<file path="config.mk">
export PLATFORM = sky130hd
export DESIGN_NAME = nonrestoring_divider
export DESIGN_NICKNAME = d
export VERILOG_FILES = /design/src/rtl/nonrestoring_divider_pkg.sv /design/src/rtl/nonrestoring_divider_step.sv /design/src/rtl/nonrestoring_divider.sv
export SDC_FILE = /design/constraint.sdc
export NUM_CORES = 1
export LEC_CHECK = 0
export CAP_MARGIN = 0
export CELL_PAD_IN_SITES_DETAIL_PLACEMENT = 1
export CELL_PAD_IN_SITES_GLOBAL_PLACEMENT = 2
export CORE_MARGIN = 3
export CORE_UTILIZATION = 35
export CTS_CLUSTER_SIZE = 16
export DETAILED_ROUTE_END_ITERATION = 10
export PLACE_DENSITY = 0.77
export SYNTH_ARGS = -nofsm -noshare
export SYNTH_HDL_FRONTEND = slang
export SYNTH_HIERARCHICAL = 1
export SYNTH_SLANG_ARGS = --single-unit
</file>
<file path="constraint.sdc">
create_clock -name clk -period 4.9 [get_ports clk]
set_input_delay 0.98 -clock clk [delete_from_list [all_inputs] [get_ports clk]]
set_output_delay 0.98 -clock clk [all_outputs]
set_load 0.02 [all_outputs]
</file>
<file path="src/rtl/nonrestoring_divider_pkg.sv">
// Shared definitions for the sequential radix-2 non-restoring divider.
//   state_t       : controller states
//   DEFAULT_WIDTH : default operand/result width
//   MAX_WIDTH     : widest operand abs_ext accepts (callers sign-extend into it)
//   abs_ext       : two's-complement value -> unsigned magnitude one bit wider
package nonrestoring_divider_pkg;

  typedef enum logic [1:0] {
    IDLE,
    LOAD,
    ITER,
    FIX
  } state_t;

  localparam int unsigned DEFAULT_WIDTH = 32;
  localparam int unsigned MAX_WIDTH     = 64;

  // The extra result bit keeps |-2^(n-1)| exact. Callers sign-extend a
  // narrower operand to MAX_WIDTH and size-cast the result down to WIDTH+1.
  function automatic logic [MAX_WIDTH:0] abs_ext(input logic [MAX_WIDTH-1:0] v);
    logic [MAX_WIDTH:0] ext;
    ext = {v[MAX_WIDTH-1], v};
    return v[MAX_WIDTH-1] ? -ext : ext;
  endfunction

endpackage

</file>
<file path="src/rtl/nonrestoring_divider_step.sv">
// One combinational non-restoring iteration.
//   p_in   : signed partial remainder (WIDTH+2 bits)
//   q_msb  : MSB of the quotient/dividend register, shifted into P
//   d_mag  : divisor magnitude (WIDTH+1 bits)
//   p_out  : next partial remainder
//   q_bit  : new quotient LSB (1 when the next remainder is non-negative)
module nr_div_step #(
  parameter int unsigned WIDTH = 32
) (
  input  logic [WIDTH+1:0] p_in,
  input  logic             q_msb,
  input  logic [WIDTH:0]   d_mag,
  output logic [WIDTH+1:0] p_out,
  output logic             q_bit
);

  logic [WIDTH+1:0] p_shift;
  logic [WIDTH+1:0] d_ext;

  always_comb begin
    p_shift = {p_in[WIDTH:0], q_msb};
    d_ext   = {1'b0, d_mag};
    // Sign of the current remainder selects subtract (>=0) or add (<0).
    p_out   = p_in[WIDTH+1] ? (p_shift + d_ext) : (p_shift - d_ext);
    q_bit   = ~p_out[WIDTH+1];
  end

endmodule

</file>
<file path="src/rtl/nonrestoring_divider.sv">
// Sequential signed divider, one quotient bit per clock (radix-2 non-restoring).
//   clk, reset   : rising-edge clock, synchronous active-high reset
//   start        : request, accepted only while idle
//   dividend     : signed numerator, captured on the accepting edge
//   divisor      : signed denominator, captured on the accepting edge
//   busy         : high from the accepting edge until the result edge
//   done         : one-cycle pulse when results are written
//   quotient     : signed quotient, truncated toward zero
//   remainder    : signed remainder, same sign as the dividend
//   div_by_zero  : last result came from a zero divisor
// Latency: WIDTH+2 edges for a normal result, 1 edge for divide-by-zero.
module nonrestoring_divider
  import nonrestoring_divider_pkg::*;
#(
  parameter int unsigned WIDTH = DEFAULT_WIDTH
) (
  input  logic             clk,
  input  logic             reset,
  input  logic             start,
  input  logic [WIDTH-1:0] dividend,
  input  logic [WIDTH-1:0] divisor,
  output logic             busy,
  output logic             done,
  output logic [WIDTH-1:0] quotient,
  output logic [WIDTH-1:0] remainder,
  output logic             div_by_zero
);

  localparam int unsigned CNT_W = $clog2(WIDTH + 1);
  localparam int unsigned MAG_W = WIDTH + 1;

  state_t state, next_state;

  logic [WIDTH-1:0] dvd_q;
  logic [WIDTH-1:0] dvs_q;
  logic [WIDTH+1:0] p_q;
  logic [WIDTH-1:0] q_q;
  logic [WIDTH:0]   d_mag_q;
  logic [CNT_W-1:0] cnt_q;
  logic             sign_q;
  logic             sign_r;

  logic [WIDTH+1:0] p_next;
  logic             q_bit;
  logic [WIDTH-1:0] rem_mag;
  logic             dvs_zero;

  nr_div_step #(
    .WIDTH (WIDTH)
  ) u_step (
    .p_in  (p_q),
    .q_msb (q_q[WIDTH-1]),
    .d_mag (d_mag_q),
    .p_out (p_next),
    .q_bit (q_bit)
  );

  always_comb begin
    dvs_zero = (dvs_q == '0);
    // Final restore: a negative partial remainder gets the divisor added back.
    // The corrected value is below |divisor| <= 2^(WIDTH-1), so WIDTH bits hold it.
    rem_mag  = WIDTH'(p_q[WIDTH+1] ? (p_q + {1'b0, d_mag_q}) : p_q);
  end

  always_ff @(posedge clk) begin
    if (reset) begin
      state <= IDLE;
    end else begin
      state <= next_state;
    end
  end

  always_comb begin
    next_state = state;
    busy       = 1'b0;
    case (state)
      IDLE: begin
        if (start) begin
          next_state = LOAD;
        end
      end
      LOAD: begin
        busy       = 1'b1;
        next_state = dvs_zero ? IDLE : ITER;
      end
      ITER: begin
        busy = 1'b1;
        if (cnt_q == CNT_W'(WIDTH - 1)) begin
          next_state = FIX;
        end
      end
      FIX: begin
        busy       = 1'b1;
        next_state = IDLE;
      end
      default: next_state = IDLE;
    endcase
  end

  always_ff @(posedge clk) begin
    if (reset) begin
      dvd_q       <= '0;
      dvs_q       <= '0;
      p_q         <= '0;
      q_q         <= '0;
      d_mag_q     <= '0;
      cnt_q       <= '0;
      sign_q      <= 1'b0;
      sign_r      <= 1'b0;
      done        <= 1'b0;
      quotient    <= '0;
      remainder   <= '0;
      div_by_zero <= 1'b0;
    end else begin
      done <= 1'b0;
      case (state)
        IDLE: begin
          if (start) begin
            dvd_q <= dividend;
            dvs_q <= divisor;
          end
        end
        LOAD: begin
          sign_q  <= dvd_q[WIDTH-1] ^ dvs_q[WIDTH-1];
          sign_r  <= dvd_q[WIDTH-1];
          p_q     <= '0;
          q_q     <= WIDTH'(abs_ext(MAX_WIDTH'($signed(dvd_q))));
          d_mag_q <= MAG_W'(abs_ext(MAX_WIDTH'($signed(dvs_q))));
          cnt_q   <= '0;
          if (dvs_zero) begin
            quotient    <= '1;
            remainder   <= dvd_q;
            div_by_zero <= 1'b1;
            done        <= 1'b1;
          end
        end
        ITER: begin
          p_q   <= p_next;
          q_q   <= {q_q[WIDTH-2:0], q_bit};
          cnt_q <= cnt_q + CNT_W'(1);
        end
        FIX: begin
          quotient    <= sign_q ? -q_q : q_q;
          remainder   <= sign_r ? -rem_mag : rem_mag;
          div_by_zero <= 1'b0;
          done        <= 1'b1;
        end
        default: ;
      endcase
    end
  end

endmodule

</file>
# Yosys cells after proc, flatten, opt, wreduce, memory -nomap -nowiden
# Cells that the tools add are included.
[word_totals]
ff_bits = 239
wordCells = 60
[classes]
addsub = 8
eq_ne = 7
n_mux = 22
bitwise_logic = 2
n_reduce_logical = 8
[op_table]
columns = ["cell", "count"]
rows = [
  ["32-bit two-way mux", 6],
  ["32-bit one-hot mux with 2 select lines", 3],
  ["32-bit negator", 3],
  ["34-bit one-hot mux with 2 select lines", 1],
  ["34-bit by 33-bit adder with 34-bit output", 1],
  ["34-bit two-way mux", 1],
  ["34-bit by 33-bit subtractor with 34-bit output", 1],
  ["33-bit two-way mux", 1],
  ["33-bit negator", 1],
  ["32-bit adder", 1],
  ["32-bit zero test", 1],
  ["6-bit one-hot mux with 2 select lines", 1],
  ["2-bit one-hot mux with 4 select lines", 1],
  ["6-bit by 1-bit adder with 6-bit output (second input constant)", 1],
  ["6-bit by 5-bit == test with 1-bit output (second input constant)", 1],
  ["2-bit two-way mux", 3],
  ["2-bit inequality test (second input constant)", 3],
  ["2-bit AND reduction", 3],
  ["2-bit == test (second input constant)", 2],
  ["1-bit one-hot mux with 2 select lines", 2],
  ["2-bit nonzero test", 2],
  ["1-bit two-way mux", 3],
  ["3-bit OR reduction", 1],
  ["2-bit by 1-bit == test with 1-bit output (second input constant)", 1],
  ["3 further kinds", 3],
]

# Longest topological paths before layout
[depth]
word_depth = 5
depth_mapped = 17
ltp_nobuf = 16

# Modules after synthesis
# Netlist, hierarchy kept.
[by_module_without_submodules]
columns = ["module", "n_inst", "cells_each", "area_each_um2", "seq_area_each_um2"]
rows = [
  ["nonrestoring_divider", 1, 1793, 14106.0, 4784.6],
  ["nr_div_step", 1, 363, 2509.9, 0.0],
]

# Least setup slack after synthesis
# OpenSTA, ideal clock, no wires.
[synth_path]
path_type = "register -> register"
startpoint = "register p_q[33]"
endpoint = "register remainder[28]"
t_arrival_ns = 4.153
path_slack_ns = 0.632
path_stages_with_launch = 17
path_cell_list = "dfxtp_1 > clkbuf_1 > buf_1 > buf_1 > clkbuf_1 > buf_1 > mux2i_1 > ha_1 > nand2_1 > nor4_1 > nand3_1 > or4_1 > clkbuf_1 > or3_1 > nor4_1 > a21oi_1 > and3_1"
[synth_between]
elab_chain_len = 4
[synth_rtl]
columns = ["item", "line", "rtl"]
rows = [
  ["start, declared", "nonrestoring_divider.sv:36", "logic [WIDTH+1:0] p_q;"],
  ["start signal, assigned", "nonrestoring_divider.sv:138", "p_q <= p_next;"],
  ["32-bit two-way mux (*)", "nonrestoring_divider.sv:62", "rem_mag = WIDTH'(p_q[WIDTH+1] ? (p_q + {1'b0, d_mag_q}) : p_q);"],
  ["32-bit negator", "nonrestoring_divider.sv:144", "remainder <= sign_r ? -rem_mag : rem_mag;"],
  ["32-bit two-way mux (*)", "nonrestoring_divider.sv:144", ""],
  ["32-bit one-hot mux with 2 select lines (*)", "nonrestoring_divider.sv:116", "case (state)"],
  ["end signal, assigned", "nonrestoring_divider.sv:132", "remainder <= dvd_q;"],
  ["end signal, assigned", "nonrestoring_divider.sv:144", ""],
  ["end, declared", "nonrestoring_divider.sv:25", "output logic [WIDTH-1:0] remainder,"],
]
# Every way passes the cells marked *; elsewhere a longest branch is shown, timed or not.
# A chain may end at the register's enable or synchronous reset.

# Final worst setup path
[layout_path]
startpoint = "register d_mag_q[11]"
endpoint = "register q_q[0]"
[layout_between]
elab_chain_len = 4
elab_cells_between_ends = 5
classes_between = "2 x add/sub; 2 x mux; 1 x bitwise"
[layout_rtl]
columns = ["item", "line", "rtl"]
rows = [
  ["start, declared", "nonrestoring_divider.sv:38", "logic [WIDTH:0] d_mag_q;"],
  ["start signal, assigned", "nonrestoring_divider.sv:128", "d_mag_q <= MAG_W'(abs_ext(MAX_WIDTH'($signed(dvs_q))));"],
  ["34-bit by 33-bit subtractor with 34-bit output / 34-bit by 33-bit adder with 34-bit output (equally long branches)", "nonrestoring_divider_step.sv:24", "p_out = p_in[WIDTH+1] ? (p_shift + d_ext) : (p_shift - d_ext);"],
  ["34-bit two-way mux (*)", "nonrestoring_divider_step.sv:24", ""],
  ["1-bit NOT (*)", "nonrestoring_divider_step.sv:25", "q_bit = ~p_out[WIDTH+1];"],
  ["net q_bit", "nonrestoring_divider.sv:44", "logic q_bit;"],
  ["32-bit one-hot mux with 2 select lines (*)", "nonrestoring_divider.sv:116", ""],
  ["end signal, assigned", "nonrestoring_divider.sv:127", "q_q <= WIDTH'(abs_ext(MAX_WIDTH'($signed(dvd_q))));"],
  ["end signal, assigned", "nonrestoring_divider.sv:139", "q_q <= {q_q[WIDTH-2:0], q_bit};"],
  ["end, declared", "nonrestoring_divider.sv:37", "logic [WIDTH-1:0] q_q;"],
]
# The timed path passes the listed nets; every way through them passes the cells marked *.

==> implementation parameters <==
Parameter                              Value

Run status
  Result of the run    finished, final reports clean

Worst setup path
  CP Cell Sequence    or4_1 -> nor4_1 -> buf_4 -> and4_1 -> nor2b_1 -> a21oi_1 -> xor2_1 -> ha_1 -> and3_1 -> nand4_1 -> nor3_1 -> o2111ai_1 -> o211ai_1 -> a221o_1 -> xor2_1 -> mux2i_1 -> a211oi_1
  Max Fanout on Critical Path    6
  Kind of launch point of the worst setup path    flip-flop
  Crit-path max cell delay    0.59 ns
  Required time of the worst setup path    5.41 ns
  Category of the worst setup path capture point    flip-flop
  Critical path start-end classification    flip-flop to flip-flop
  Worst-path cell with the longest stage delay    sky130_fd_sc_hd__or4_1
  Most prevalent standard cell on the critical path    sky130_fd_sc_hd__xor2_1
  Critical path arrival    5.01 ns

Power and ir drop
  Worst voltage drop across the vdd grid    262 µV
  Switching Share    38.9%
  Share of total power in combinational logic    36.5%
  Power density over the cells    371 mW/mm²
  Part of the total power dissipated in sequential elements    32.5%
  Reported leakage power    7.39 nW
  Switching Power    2.82 mW
  Internal power    4.43 mW
  Clock power share    31.0%

STA
  Setup total negative slack    0 ns
  Setup-failing EPs final    0
  Clock tree skew after final layout    0.0162 ns
  Transition time at the pin with the least slew margin    1.10 ns
  Setup repair after global routing missed its margin    no
  Max_slew headroom    26.9%
  Final hold viol count    0
  Portion of the clock cycle consumed by the worst path in the final layout    91.9%
  Fin. max-slew vios    0
  Fmax    222 MHz
  Time the worst path needs with I/O delays and setup    4.50 ns

Final layout
  Filler Cells Inserted    5,685
  # nets final    2,377
  Layout Area Growth over Synthesis    17.5%
  Post-route cell area    0.0195 mm²
  Top library cells by usage in the layout, fill and taps aside    sky130_fd_sc_hd__nand2_1 (283), sky130_fd_sc_hd__nor2_1 (245), sky130_fd_sc_hd__dfxtp_1 (238), sky130_fd_sc_hd__a21oi_1 (207), sky130_fd_sc_hd__clkdlybuf4s50_1 (132)
  Diodes inserted    0
  Most common cell after layout, fill and taps aside    sky130_fd_sc_hd__nand2_1
  Cell Count, Final, Fillers Out    2,864
  Fraction of layout cells with a size suffix above 1    7.62%

Clock network
  CTS tree    yes
  Maximum level of the CTS H-tree    1
  Number of resized instances in the post-cts repair step    0
  Number of buffers inserted for hold repair after clock tree synthesis    0
  Clock slew seen by the registers of the worst setup and hold paths    0.06 ns
  Cts bufs inserted    30
  Clk_lat worst skew    0.60 ns
  Post-CTS Repair Setup Buffers    0
  Root buffer cell    sky130_fd_sc_hd__clkbuf_16
  CTS Sinks    239
  Maximum number of buffers from clock root to sink    3

Yosys
  Count of warnings emitted by yosys    6
  Seq/Total Area, Yosys    28.8%
  Area of the mapped netlist    0.0166 mm²
  Average footprint of a synthesized cell    7.71 µm²
  Async SR Flop Fraction    0%
  Net Count, Synth    2,300
  Share of the synthesized area in the top cell type    28.8%
  Cells after Synth    2,156
  Most common flop cell mapped by yosys    sky130_fd_sc_hd__dfxtp_1
  Distinct cell type count after synthesis    84
  Cell type with the largest total area after synthesis    sky130_fd_sc_hd__dfxtp_1
  Number of enable flip-flop cells after synthesis    0
  Flop and latch count out of synthesis    239
  Cells taking the most area after synthesis    sky130_fd_sc_hd__dfxtp_1 (29%), sky130_fd_sc_hd__xor2_1 (6.8%), sky130_fd_sc_hd__nand2_1 (6.4%)

Die
  Starting utilization of the core area    35.5%
  Rows    79
  I/O pin count    134
  Core box area    0.0468 mm²
  Area of the die    0.0501 mm²
  Overall die height    224 µm
  Chip Width    224 µm

Routing
  Post-detailed-route DRC marker count    0
  Count of TritonRoute iterations in the first routing pass    5
  Drt first-iter violations    903
  Via-per-instance ratio    5.60
  Average wire per standard cell    21.4 µm
  Antenna Violating Nets Remaining    0
  Routed vias    16,033
  Total wirelength of the detailed-routed design    61,200 µm

Global routing
  Antenna violations before repair    0
  Maximum number of pins on one net before global-route repair    142
  Tot GR Track Use    23.9%
  Vias in the first global route    16,397
  First-pass GRT wire length    95,800 µm
  Gr ovfl total    0

Job
  Max-cap violations    0

Min path
  Worst hold-check path type    flip-flop to flip-flop

Place
  HPWL reported at the end of detailed placement    47,200 µm
  Dpl cells    2,808
  # port buffers    133
  Gpl congestion    0.857
  Placement-stage cell area    0.0185 mm²
power groups by stage:
stage                     clock (mW)  combinational, mW  sequential, mW
after detailed placement           0               2.64            2.40
after floorplan                    0               1.87            2.32
after CTS                       2.31               2.66            2.36
after global placement             0               2.60            2.39
after global routing            2.39               2.93            2.38
final                           2.25               2.65            2.36
synthesized netlist by cell type, types with 32 or more instances:
cell	instances
sky130_fd_sc_hd__xor2_1	129
sky130_fd_sc_hd__a211oi_1	58
sky130_fd_sc_hd__clkbuf_1	108
sky130_fd_sc_hd__xnor2_1	68
sky130_fd_sc_hd__nor2_1	245
sky130_fd_sc_hd__o21ai_0	105
sky130_fd_sc_hd__o31ai_1	32
sky130_fd_sc_hd__mux2i_1	60
sky130_fd_sc_hd__a21oi_1	207
sky130_fd_sc_hd__inv_1	41
sky130_fd_sc_hd__dfxtp_1	239
sky130_fd_sc_hd__nand2_1	284
sky130_fd_sc_hd__nor2b_1	41
sky130_fd_sc_hd__ha_1	75
sky130_fd_sc_hd__nor3_1	40
routing by layer:
metal	up-vias	track usage [%]	share of wire, %
met5	-	0	0
met4	0	6.81	3.0
met3	80	2.50	3.5
met2	281	42.6	49
met1	7828	30.6	45
li1	7844	-	-
final cells by class:
class	count	area [µm²]	area share, %
Tap cell	607	759	3.89
Sequential cell	239	4790	24.5
Inverter	41	154	0.788
Timing Repair Buffer	179	1690	8.67
Clock buffer	40	838	4.29
Multi-Input combinational cell	1742	11100	57.0
Clock inverter	16	164	0.839
worst max-delay path, delay by kind of cell, from the launching register on:
family | cells | cell delay [ns]
muxes | 1 | 0.09
AOI/OAI and AO/OA | 5 | 1.10
and+or+nand+nor | 7 | 1.95
DFF | 1 | 0.36
adders and majority gates | 1 | 0.39
xor gates and xnor gates | 2 | 0.35
buffers and inverters | 1 | 0.18
state kept, by name (all words and copies together) (netlist names), 6 cells and up, named ones only:
signal     flops
cnt_q          6
d_mag_q       33
dvd_q         32
dvs_q         32
p_q           34
q_q           32
quotient      32
remainder     32
stage by stage:
step	util, %	total power, mW	setup WS [ns]	hold slack (ns)
floorplan	-	4.19	0.632	0.455
CTS	41.8	7.32	0.415	0.482
global placement	39.6	4.99	0.538	0.468
global route	41.8	7.70	0.0182	0.496
detailed placement	39.6	5.04	0.452	0.473
finish	41.8	7.25	0.399	0.481
final timing paths:
kind	from	endpoint	slack (ns)	cells after the start
worst max-delay path	d_mag_q[11]$_SDFFE_PP0P_	q_q[0]$_SDFFE_PP0P_	0.40	17
worst min-delay path	d_mag_q[32]$_SDFFE_PP0P_	d_mag_q[32]$_SDFFE_PP0P_	0.48	1
worst max register to register	d_mag_q[11]$_SDFFE_PP0P_	q_q[0]$_SDFFE_PP0P_	0.40	17
worst min register to register	d_mag_q[32]$_SDFFE_PP0P_	d_mag_q[32]$_SDFFE_PP0P_	0.48	1
cells by family after synthesis:
group | synth area share (%)
AOI/OAI and AO/OA | 24.1
DFF | 28.8
muxes | 4.06
adders and majority gates | 5.89
buffers and inverters | 4.32
xor gates and xnor gates | 10.5
and+or+nand+nor | 22.4
(Power assumes the default switching activity.)
